--- src/rtl/dm_pkg.sv ---
// Shared types and helpers for the parametrised data memory: the sequencer state,
// the init fill pattern and the parameter legality check.
package dm_pkg;

  typedef enum logic {
    INIT  = 1'b0,
    READY = 1'b1
  } dm_state_e;

  localparam int DM_MAX_W = 64;

  // Entries below the split hold their own index; entries from the split upward
  // count down from zero in two's complement.
  function automatic logic [DM_MAX_W-1:0] init_value(input int unsigned index,
                                                     input int unsigned split);
    if (index < split) return DM_MAX_W'(index);
    return DM_MAX_W'(0) - DM_MAX_W'(index - split);
  endfunction

  function automatic bit params_ok(input int data_w, input int addr_w,
                                   input int depth, input int init_split);
    return (data_w >= 1) && (data_w <= DM_MAX_W) &&
           (addr_w >= 1) && (addr_w < 31) &&
           (depth >= 1) && (longint'(depth) <= (longint'(1) << addr_w)) &&
           (init_split >= 0) && (init_split <= depth);
  endfunction

endpackage

--- src/rtl/param_data_memory_if.sv ---
// Request/response bus of the data memory, plus the init control and status pair.
interface param_data_memory_if #(
  parameter int ADDR_W = 8,
  parameter int DATA_W = 8
);
  logic              init_start;
  logic              init_busy;
  logic              req_valid;
  logic              req_ready;
  logic              req_write;
  logic [ADDR_W-1:0] req_addr;
  logic [DATA_W-1:0] req_wdata;
  logic              rsp_valid;
  logic [DATA_W-1:0] rsp_rdata;
  logic              rsp_err;

  modport master (
    output init_start, req_valid, req_write, req_addr, req_wdata,
    input  init_busy, req_ready, rsp_valid, rsp_rdata, rsp_err
  );

  modport slave (
    input  init_start, req_valid, req_write, req_addr, req_wdata,
    output init_busy, req_ready, rsp_valid, rsp_rdata, rsp_err
  );
endinterface

--- src/rtl/dm_init_sequencer.sv ---
// Owns the INIT/READY state and the fill counter; drives one fill write per INIT cycle.
module dm_init_sequencer
  import dm_pkg::*;
#(
  parameter int DATA_W     = 8,
  parameter int DEPTH      = 32,
  parameter int INIT_SPLIT = 16,
  parameter int IDX_W      = 5
) (
  input  logic              clk,
  input  logic              reset,
  input  logic              i_init_start,
  output logic              o_fill_we,
  output logic [IDX_W-1:0]  o_fill_addr,
  output logic [DATA_W-1:0] o_fill_data,
  output logic              o_init_busy,
  output logic              o_ready
);

  dm_state_e        r_state;
  dm_state_e        w_state_next;
  logic [IDX_W-1:0] r_init_cnt;
  logic [IDX_W-1:0] w_init_cnt_next;

  always_ff @(posedge clk) begin
    if (reset) begin
      r_state    <= INIT;
      r_init_cnt <= '0;
    end else begin
      r_state    <= w_state_next;
      r_init_cnt <= w_init_cnt_next;
    end
  end

  always_comb begin
    w_state_next    = r_state;
    w_init_cnt_next = r_init_cnt;
    case (r_state)
      INIT: begin
        if (r_init_cnt == IDX_W'(DEPTH - 1)) begin
          w_state_next    = READY;
          w_init_cnt_next = '0;
        end else begin
          w_init_cnt_next = r_init_cnt + 1'b1;
        end
      end
      READY: begin
        if (i_init_start) w_state_next = INIT;
      end
      default: w_state_next = INIT;
    endcase
  end

  // Status outputs decode the state flop directly, so they are glitch-free registers.
  assign o_fill_we   = (r_state == INIT);
  assign o_fill_addr = r_init_cnt;
  assign o_fill_data = DATA_W'(init_value(32'(r_init_cnt), INIT_SPLIT));
  assign o_init_busy = (r_state == INIT);
  assign o_ready     = (r_state == READY);

endmodule

--- src/rtl/param_data_memory.sv ---
// Parametrised single-port data memory with a registered request/response port,
// a sequenced init fill and out-of-range address flagging.
module param_data_memory
  import dm_pkg::*;
#(
  parameter int DATA_W     = 8,
  parameter int ADDR_W     = 8,
  parameter int DEPTH      = 32,
  parameter int INIT_SPLIT = 16
) (
  input logic               clk,
  input logic               reset,
  param_data_memory_if.slave bus
);

  localparam int IDX_W = (DEPTH > 1) ? $clog2(DEPTH) : 1;

  generate
    if (!params_ok(DATA_W, ADDR_W, DEPTH, INIT_SPLIT)) begin : g_param_check
      $error("param_data_memory: illegal DATA_W/ADDR_W/DEPTH/INIT_SPLIT combination");
    end
  endgenerate

  logic [DATA_W-1:0] r_mem [DEPTH];
  logic              r_rsp_valid;
  logic [DATA_W-1:0] r_rsp_rdata;
  logic              r_rsp_err;

  logic              w_fill_we;
  logic [IDX_W-1:0]  w_fill_addr;
  logic [DATA_W-1:0] w_fill_data;
  logic              w_busy;
  logic              w_ready;
  logic              w_accept;
  logic              w_in_range;
  logic [IDX_W-1:0]  w_idx;

  dm_init_sequencer #(
    .DATA_W    (DATA_W),
    .DEPTH     (DEPTH),
    .INIT_SPLIT(INIT_SPLIT),
    .IDX_W     (IDX_W)
  ) u_seq (
    .clk         (clk),
    .reset       (reset),
    .i_init_start(bus.init_start),
    .o_fill_we   (w_fill_we),
    .o_fill_addr (w_fill_addr),
    .o_fill_data (w_fill_data),
    .o_init_busy (w_busy),
    .o_ready     (w_ready)
  );

  // Compare one bit wider than the address so DEPTH == 2**ADDR_W cannot overflow.
  assign w_in_range = ({1'b0, bus.req_addr} < (ADDR_W + 1)'(DEPTH));
  assign w_idx      = bus.req_addr[IDX_W-1:0];
  assign w_accept   = bus.req_valid && w_ready && !reset;

  always_ff @(posedge clk) begin
    if (w_fill_we) begin
      r_mem[w_fill_addr] <= w_fill_data;
    end else if (w_accept && bus.req_write && w_in_range) begin
      r_mem[w_idx] <= bus.req_wdata;
    end
  end

  always_ff @(posedge clk) begin
    if (reset) begin
      r_rsp_valid <= 1'b0;
      r_rsp_rdata <= '0;
      r_rsp_err   <= 1'b0;
    end else begin
      r_rsp_valid <= w_accept;
      if (w_accept) begin
        if (!w_in_range) begin
          r_rsp_rdata <= '0;
          r_rsp_err   <= 1'b1;
        end else begin
          r_rsp_rdata <= bus.req_write ? bus.req_wdata : r_mem[w_idx];
          r_rsp_err   <= 1'b0;
        end
      end
    end
  end

  assign bus.req_ready = w_ready;
  assign bus.init_busy = w_busy;
  assign bus.rsp_valid = r_rsp_valid;
  assign bus.rsp_rdata = r_rsp_rdata;
  assign bus.rsp_err   = r_rsp_err;

endmodule
--- src/flat_wrapper.sv ---
// flat-port wrapper written by rule: the top's interface ports become plain ports
module param_data_memory_flat import dm_pkg::*;
#(
  parameter int DATA_W     = 8,
  parameter int ADDR_W     = 8,
  parameter int DEPTH      = 32,
  parameter int INIT_SPLIT = 16
)
  (clk, reset, bus_init_start, bus_req_valid, bus_req_write, bus_req_addr, bus_req_wdata, bus_init_busy, bus_req_ready, bus_rsp_valid, bus_rsp_rdata, bus_rsp_err);
  param_data_memory_if #(.ADDR_W(ADDR_W), .DATA_W(DATA_W)) bus_i ();
  input logic clk;
  input logic reset;
  input wire logic [$bits(bus_i.init_start)-1:0] bus_init_start;
  input wire logic [$bits(bus_i.req_valid)-1:0] bus_req_valid;
  input wire logic [$bits(bus_i.req_write)-1:0] bus_req_write;
  input wire logic [$bits(bus_i.req_addr)-1:0] bus_req_addr;
  input wire logic [$bits(bus_i.req_wdata)-1:0] bus_req_wdata;
  output wire logic [$bits(bus_i.init_busy)-1:0] bus_init_busy;
  output wire logic [$bits(bus_i.req_ready)-1:0] bus_req_ready;
  output wire logic [$bits(bus_i.rsp_valid)-1:0] bus_rsp_valid;
  output wire logic [$bits(bus_i.rsp_rdata)-1:0] bus_rsp_rdata;
  output wire logic [$bits(bus_i.rsp_err)-1:0] bus_rsp_err;
  assign bus_i.init_start = bus_init_start;
  assign bus_i.req_valid = bus_req_valid;
  assign bus_i.req_write = bus_req_write;
  assign bus_i.req_addr = bus_req_addr;
  assign bus_i.req_wdata = bus_req_wdata;
  assign bus_init_busy = bus_i.init_busy;
  assign bus_req_ready = bus_i.req_ready;
  assign bus_rsp_valid = bus_i.rsp_valid;
  assign bus_rsp_rdata = bus_i.rsp_rdata;
  assign bus_rsp_err = bus_i.rsp_err;
  param_data_memory #(.DATA_W(DATA_W), .ADDR_W(ADDR_W), .DEPTH(DEPTH), .INIT_SPLIT(INIT_SPLIT)) u_core (.clk(clk), .reset(reset), .bus(bus_i));
endmodule
--- config.mk ---
export PLATFORM = sky130hd
export DESIGN_NAME = param_data_memory_flat
export DESIGN_NICKNAME = d
export VERILOG_FILES = /design/src/rtl/dm_pkg.sv /design/src/rtl/param_data_memory_if.sv /design/src/rtl/dm_init_sequencer.sv /design/src/rtl/param_data_memory.sv /design/src/flat_wrapper.sv
export SDC_FILE = /design/constraint.sdc
export NUM_CORES = 1
export LEC_CHECK = 0
export ABC_CLOCK_PERIOD_IN_PS = 3790
export BUFFER_PORTS_ARGS = -buffer_cell sky130_fd_sc_hd__buf_2
export CAP_MARGIN = 20
export CORE_MARGIN = 1
export CORE_UTILIZATION = 30
export CTS_BUF_LIST = sky130_fd_sc_hd__clkbuf_16
export DETAILED_ROUTE_END_ITERATION = 10
export HOLD_SLACK_MARGIN = 0.1
export SLEW_MARGIN = 25
export SYNTH_ARGS = -nofsm -noshare
export SYNTH_HDL_FRONTEND = slang
export SYNTH_SLANG_ARGS = --single-unit
--- constraint.sdc ---
create_clock -name clk -period 3.79 [get_ports clk]
set_input_delay 0.5685 -clock clk [delete_from_list [all_inputs] [get_ports clk]]
set_output_delay 0.5685 -clock clk [all_outputs]
set_load 0.03 [all_outputs]
==> results.json, run 1 <==
{
  "seq_area_frac_synth": 0.7191,
  "cts_hold_buffers": 0,
  "startpoint_type": "input pin",
  "power_mw": 6.266,
  "vias_per_cell": 5.086,
  "p_sw_mw": 1.315,
  "yosys_register_bits": 272,
  "cts_tree": "done",
  "drt_iter0_markers": 507,
  "via_count": 5828,
  "tightest_slew_ns": 0.8535,
  "setup_viol": 0,
  "pin_count": 33,
  "io_buffers": 32,
  "leakagePower_nw": 4.316,
  "p_seq_frac": 0.529,
  "ys.flop_type": "edfxtp_1",
  "tns_ns": 0,
  "cap_violations": 0,
  "place_area_mm2": 0.01216,
  "r2r_start": "u_core.u_seq.o_ready",
  "hp-start": "bus_init_start",
  "drive_gt1_frac": 0.3083,
  "ant_nets": 0,
  "cts-root-buf": "clkbuf_16",
  "crit_fanout": 13,
  "fmax_mhz": 342.6,
  "hold_ws_ns": 0.2294,
  "fin_worst_skew_ns": 0.006478,
  "synthArstFlopShare": 0,
  "fin_util": 0.3559,
  "synth_cell_types": 55,
  "row_count": 70,
  "cts_max_path_buffers": 3,
  "grt_pass1_wl_mm": 38.02,
  "post-cts-setup-buffer-count": 0,
  "grt_max_degree": 33,
  "fin_crit_sh": 0.7702,
  "avgSynthCellArea_um2": 19.27,
  "cp-startpoint": "bus_req_write",
  "slew_viol_final": 0,
  "cp.required_ns": 4.02,
  "cp.arrival_ns": 3.15,
  "coreArea_mm2": 0.03661,
  "hold_viol": 0,
  "path_class": "input pin to flip-flop",
  "die_w_um": 194.7,
  "area_delta_synth_final_pct": 17.00,
  "netlist_area_mm2": 0.01114,
  "drc_errors": 0,
  "yosys_warnings": 0,
  "htree_levels": 1,
  "hold_path.class": "input pin to flip-flop",
  "grt_antenna_before_repair": 0,
  "slew_headroom": 0.4284,
  "status": "completed",
  "synth_cells": 578,
  "final_area_mm2": 0.01303,
  "fin_crit_ns": 2.919,
  "dp_hpwl_mm": 16.68,
  "grt_remaining_overflow": 0,
  "critPathCaptureType": "flip-flop",
  "pwr-share-clk": 0.416,
  "drt_wl_total_mm": 25.74,
  "pwr-share-comb": 0.055,
  "grt_pass1_vias": 5742,
  "antenna_cells": 0,
  "syn-num-nets": 602,
  "p_int_mw": 4.951,
  "die_area_mm2": 0.03789,
  "routedWlPerCell_um": 22.46,
  "insertion_delay_ns": 0.53,
  "cts_resized": 0,
  "rsz0062_at_grt": "false",
  "nets": 682,
  "cts.clk_slew.worst_paths_ns": 0.06,
  "switching_share": 0.2099,
  "cts_buffers": 26,
  "power_density_mw_per_mm2": 480.9,
  "die_y_um": 194.7,
  "grt_usage": 0.1362,
  "first_pass_iters": 5,
  "synth-edff-count": 256,
  "place.gp.congestion": 0.8426,
  "ir_drop_mv": 0.2828,
  "start_util": 0.3042,
  "cts_num_sinks": 272
}
-- final cells by class --
| type | instances | area (um^2) |
|---|---|---|
| Timing Repair Buffer | 88 | 608.1 |
| Clock buffer | 27 | 675.6 |
| Clock inverter | 21 | 188.9 |
| Tap cell | 468 | 585.6 |
| Fill cell | 3402 | 23580 |
| Multi-Input combinational cell | 263 | 2937 |
| Inverter | 7 | 26.28 |
| Sequential cell | 272 | 8008 |
-- critical path, cell delays in order --
cell and delay [ns]:
buf_2 0.24, nor4b_1 0.53, nand2_1 0.38, nor3b_1 0.26, a31oi_1 0.16, nor3_1 0.73, buf_4 0.28
-- path summary, 6_finish.rpt --
kind,end,slack [ns],cells after the start
worst max-delay path,u_core.r_mem[14][6],0.87,7
worst min-delay path,u_core.u_seq.o_ready,0.23,2
worst max register to register,u_core.r_mem[14][6],1.12,8
worst min register to register,u_core.bus.rsp_err,0.48,2
-- state kept, by name (all words and copies together), names as in the netlist --
register / count
u_core.u_seq.o_fill_addr: 5
u_core.bus.rsp_valid: 1
u_core.r_mem: 256
u_core.bus.rsp_rdata: 8
u_core.bus.rsp_err: 1
u_core.u_seq.o_ready: 1
-- synthesized netlist by cell type (2+ instances only) --
library cell	count	share of area
a31oi_1	3	0.0017
ha_1	3	0.0034
mux4_2	51	0.10
a22oi_1	5	0.0034
nand2b_1	3	0.0017
a221oi_1	3	0.0024
mux2i_1	17	0.015
a211oi_1	5	0.0034
buf_4	4	0.0027
nor3_1	32	0.014
o21ai_0	13	0.0058
mux2_2	16	0.016
mux4_1	15	0.035
buf_2	15	0.0067
and3_1	2	0.0011
clkbuf_1	11	0.0037
a21o_1	3	0.0020
nor2_1	12	0.0040
nand2_1	22	0.0074
and2_1	2	0.0011
a2bb2oi_1	2	0.0016
o22ai_1	2	0.0011
buf_6	2	0.0020
buf_1	3	0.0010
dfxtp_1	16	0.029
nand3_1	3	0.0013
inv_1	7	0.0024
nor3b_1	10	0.0067
a21oi_1	13	0.0058
edfxtp_1	256	0.69
nand3b_1	3	0.0020
-- through the flow --
step	cells	setup slack, ns
after CTS	1146	0.9803
final	1146	0.8710
after global routing	1146	0.6930
after global placement	1098	0.3130
after floorplan	578	0.6129
after detailed placement	1098	0.4392
-- placed cells by master (no fill, tap or decap), types with 4 or more instances in the layout --
cell,n
edfxtp_1,256
buf_4,55
mux4_2,51
nor3_1,31
buf_2,31
clkbuf_16,27
nand2_1,22
mux2i_1,17
mux2_2,16
dfxtp_1,16
mux4_1,15
a21oi_1,13
nor2_1,12
nor3b_1,10
inv_1,9
o21ai_0,9
clkinv_1,6
a22oi_1,5
a211oi_1,5
clkinv_2,4
-- power by group through the flow --
stage	sequential (mW)	clock [mW]	combinational [mW]
floorplan	3.38	0	0.219
global placement	3.38	0	0.346
detailed placement	3.38	0	0.348
CTS	3.32	2.66	0.349
global route	3.32	2.76	0.366
finish	3.32	2.60	0.345
-- metal layers --
metal  share of wire  track usage
met4           0.019      0.03410
met3           0.072      0.03401
met1            0.43       0.1856
met2            0.48       0.2173
met5               0            0
-- cells by family (layout without fill, tap and decap cells) --
logic type | after synthesis | after routing | share of synthesized area
compound gates | 60 | 60 | 0.03697
fa+ha+maj | 3 | 3 | 0.003371
buf+inv | 43 | 143 | 0.02034
mux | 100 | 100 | 0.1712
flops | 272 | 272 | 0.7191
simple gates | 98 | 98 | 0.04742
xor+xnor | 2 | 2 | 0.001573
No activity file was read; power rests on OpenSTA's default activity.
==> run 2: changes to the inputs <==
Settings changed: ABC_CLOCK_PERIOD_IN_PS 3790 to 2760.
Clock period 3.79 ns to 2.76 ns, I/O delays scaled along.
==> run 2 against run 1 <==
Worst setup slack worse by 0.45 ns. First-iteration DRC count shrank 2.8%. Largest cell class unchanged. Count of clock-buffer cells in the layout rose by 2.
==> results.json, run 2 (synthesized netlist as in run 1, its figures left out) <==
{
  "status": "completed",
  "drc_errors": 0,
  "die_y_um": 194.7,
  "fin_util": 0.3640,
  "die_w_um": 194.7,
  "slew_viol_final": 0,
  "start_util": 0.3042,
  "final_cell_mix": "edfxtp_1 (256), buf_4 (64), mux4_2 (51), nor3_1 (32), buf_2 (31)",
  "grt_pass1_vias": 5886,
  "cp.required_ns": 3.04,
  "cap_violations": 0,
  "drt_iter0_markers": 493,
  "io_buffers": 32,
  "r2r_start": "u_core.u_seq.o_ready",
  "fin_crit_sh": 0.8491,
  "rsz0062_at_grt": "false",
  "leakagePower_nw": 4.491,
  "startpoint_type": "flip-flop",
  "routedWlPerCell_um": 21.90,
  "area_delta_synth_final_pct": 19.66,
  "pin_count": 33,
  "via_count": 5852,
  "first_pass_iters": 5,
  "setup_viol": 0,
  "row_count": 70,
  "slew_headroom": 0.2637,
  "fmax_mhz": 426.7,
  "grt_remaining_overflow": 0,
  "cts-root-buf": "clkbuf_16",
  "grt_antenna_before_repair": 0,
  "cts.clk_slew.worst_paths_ns": 0.07,
  "insertion_delay_ns": 0.53,
  "cts_num_sinks": 272,
  "vias_per_cell": 5.019,
  "path_class": "flip-flop to flip-flop",
  "worst-r2r-setup-slack_ns": 0.42,
  "fin_cells": 1166,
  "worst_slack_ns": 0.4165,
  "dp_hpwl_mm": 17.16,
  "crit_fanout": 16,
  "tightest_slew_ns": 1.104,
  "cp.arrival_ns": 2.62,
  "seqCellArea_mm2": 0.008008,
  "grt_pass1_wl_mm": 38.38,
  "cts_buffers": 26,
  "place.gp.congestion": 0.8011,
  "nets": 703,
  "reg2regPathDepth": 6,
  "whs_path_depth": 3,
  "top_register": "u_core.r_mem",
  "power_mw": 8.659,
  "grt_max_degree": 33,
  "ant_nets": 0,
  "cts_tree": "done",
  "hold_viol": 0,
  "multi_input_comb_area_mm2": 0.002923,
  "drive_gt1_frac": 0.3281,
  "largest_register_ffs": 256,
  "power_density_mw_per_mm2": 649.8,
  "cts_max_path_buffers": 3,
  "fillCellCount": 3393,
  "ir_drop_mv": 0.4096,
  "holdPathEnd": "u_core.bus.rsp_valid",
  "dp_cells": 1118,
  "fin_worst_skew_ns": 0.01699,
  "r2r-end": "u_core.r_mem[31][7]",
  "drt_wl_total_mm": 25.54,
  "hp-start": "bus_req_valid",
  "die_area_mm2": 0.03789,
  "critPathCaptureType": "flip-flop",
  "cts_resized": 0,
  "layout_commonest_cell": "edfxtp_1",
  "coreArea_mm2": 0.03661,
  "fin_crit_ns": 2.343,
  "antenna_cells": 0,
  "hold_path.class": "input pin to flip-flop",
  "dp_slack_ns": 0.02598,
  "grt_usage": 0.1371,
  "htree_levels": 1
}
==> run 2: cell count changes in the layout (fill, tap and decap cells not counted), moves of 2 or more <==
| cell | previous run | this run |
|---|---|---|
| inv_4 | 0 | 3 |
| clkbuf_16 | 27 | 29 |
| buf_12 | 2 | 13 |
| clkinvlp_4 | 3 | 1 |
| clkinv_1 | 6 | 2 |
| buf_4 | 55 | 64 |
==> run 2: report_power, final <==
group | internal (mW) | total, mW | switching [mW]
Sequential | 4.54 | 4.55 | 0.0158
Clock | 2.09 | 3.60 | 1.51
Combinational | 0.225 | 0.511 | 0.286
Total | 6.85 | 8.66 | 1.81
==> run 2: area by class of cell <==
class                      instances  area share
tap                              468     0.04394
timing repair buffer             109     0.06798
clock inverter                    18     0.01136
sequential                       272      0.6009
inverter                           7    0.001972
clock buffer                      29     0.05446
multi-input combinational        263      0.2193
==> run 2: worst max path at each step <==
stage / from / end / slack, ns / depth (start not counted)
global route: u_core.u_seq.o_ready / u_core.r_mem[31][7] / 0.20 / 6
global placement: bus_req_addr[7] / u_core.r_mem[31][1] / 0.03 / 7
CTS: u_core.u_seq.o_ready / u_core.r_mem[15][6] / 0.44 / 6
floorplan: u_core.u_seq.o_ready / u_core.r_mem[0][3] / -0.31 / 7
finish: u_core.u_seq.o_ready / u_core.r_mem[31][7] / 0.42 / 6
detailed placement: bus_req_addr[7] / u_core.r_mem[15][5] / 0.03 / 7
==> run 2: layer usage <==
layer,track usage,up-vias,part of all wire
met4,0.03645,0,0.017
met3,0.02325,30,0.050
met2,0.2214,140,0.48
met5,0,-,0
li1,-,2609,-
met1,0.1910,3073,0.45
==> run 2: per-stage QoR <==
step / TNS (ns) / area (um^2) / hold slack (ns)
after floorplan: -39.69 / 11140 / 0.4925
after global placement: 0 / 12440 / 0.4649
after detailed placement: 0 / 12440 / 0.4711
after CTS: 0 / 13330 / 0.1509
after global routing: 0 / 13330 / 0.1871
final: 0 / 13330 / 0.1725
==> run 2: worst max-delay path, stage by stage, from the launching register on <==
cell      delay (ns)
dfxtp_1         0.34
nand3b_1        0.10
inv_1           0.09
and2_1          0.29
mux2i_2         0.86
nor3b_1         0.17
buf_4           0.22
==> run 2: repair_timing <==
| action | CTS | global route |
|---|---|---|
| hold buffers | 1 | 0 |
| setup buffers | 0 | 0 |
| hold endpoints to repair | 1 | 0 |
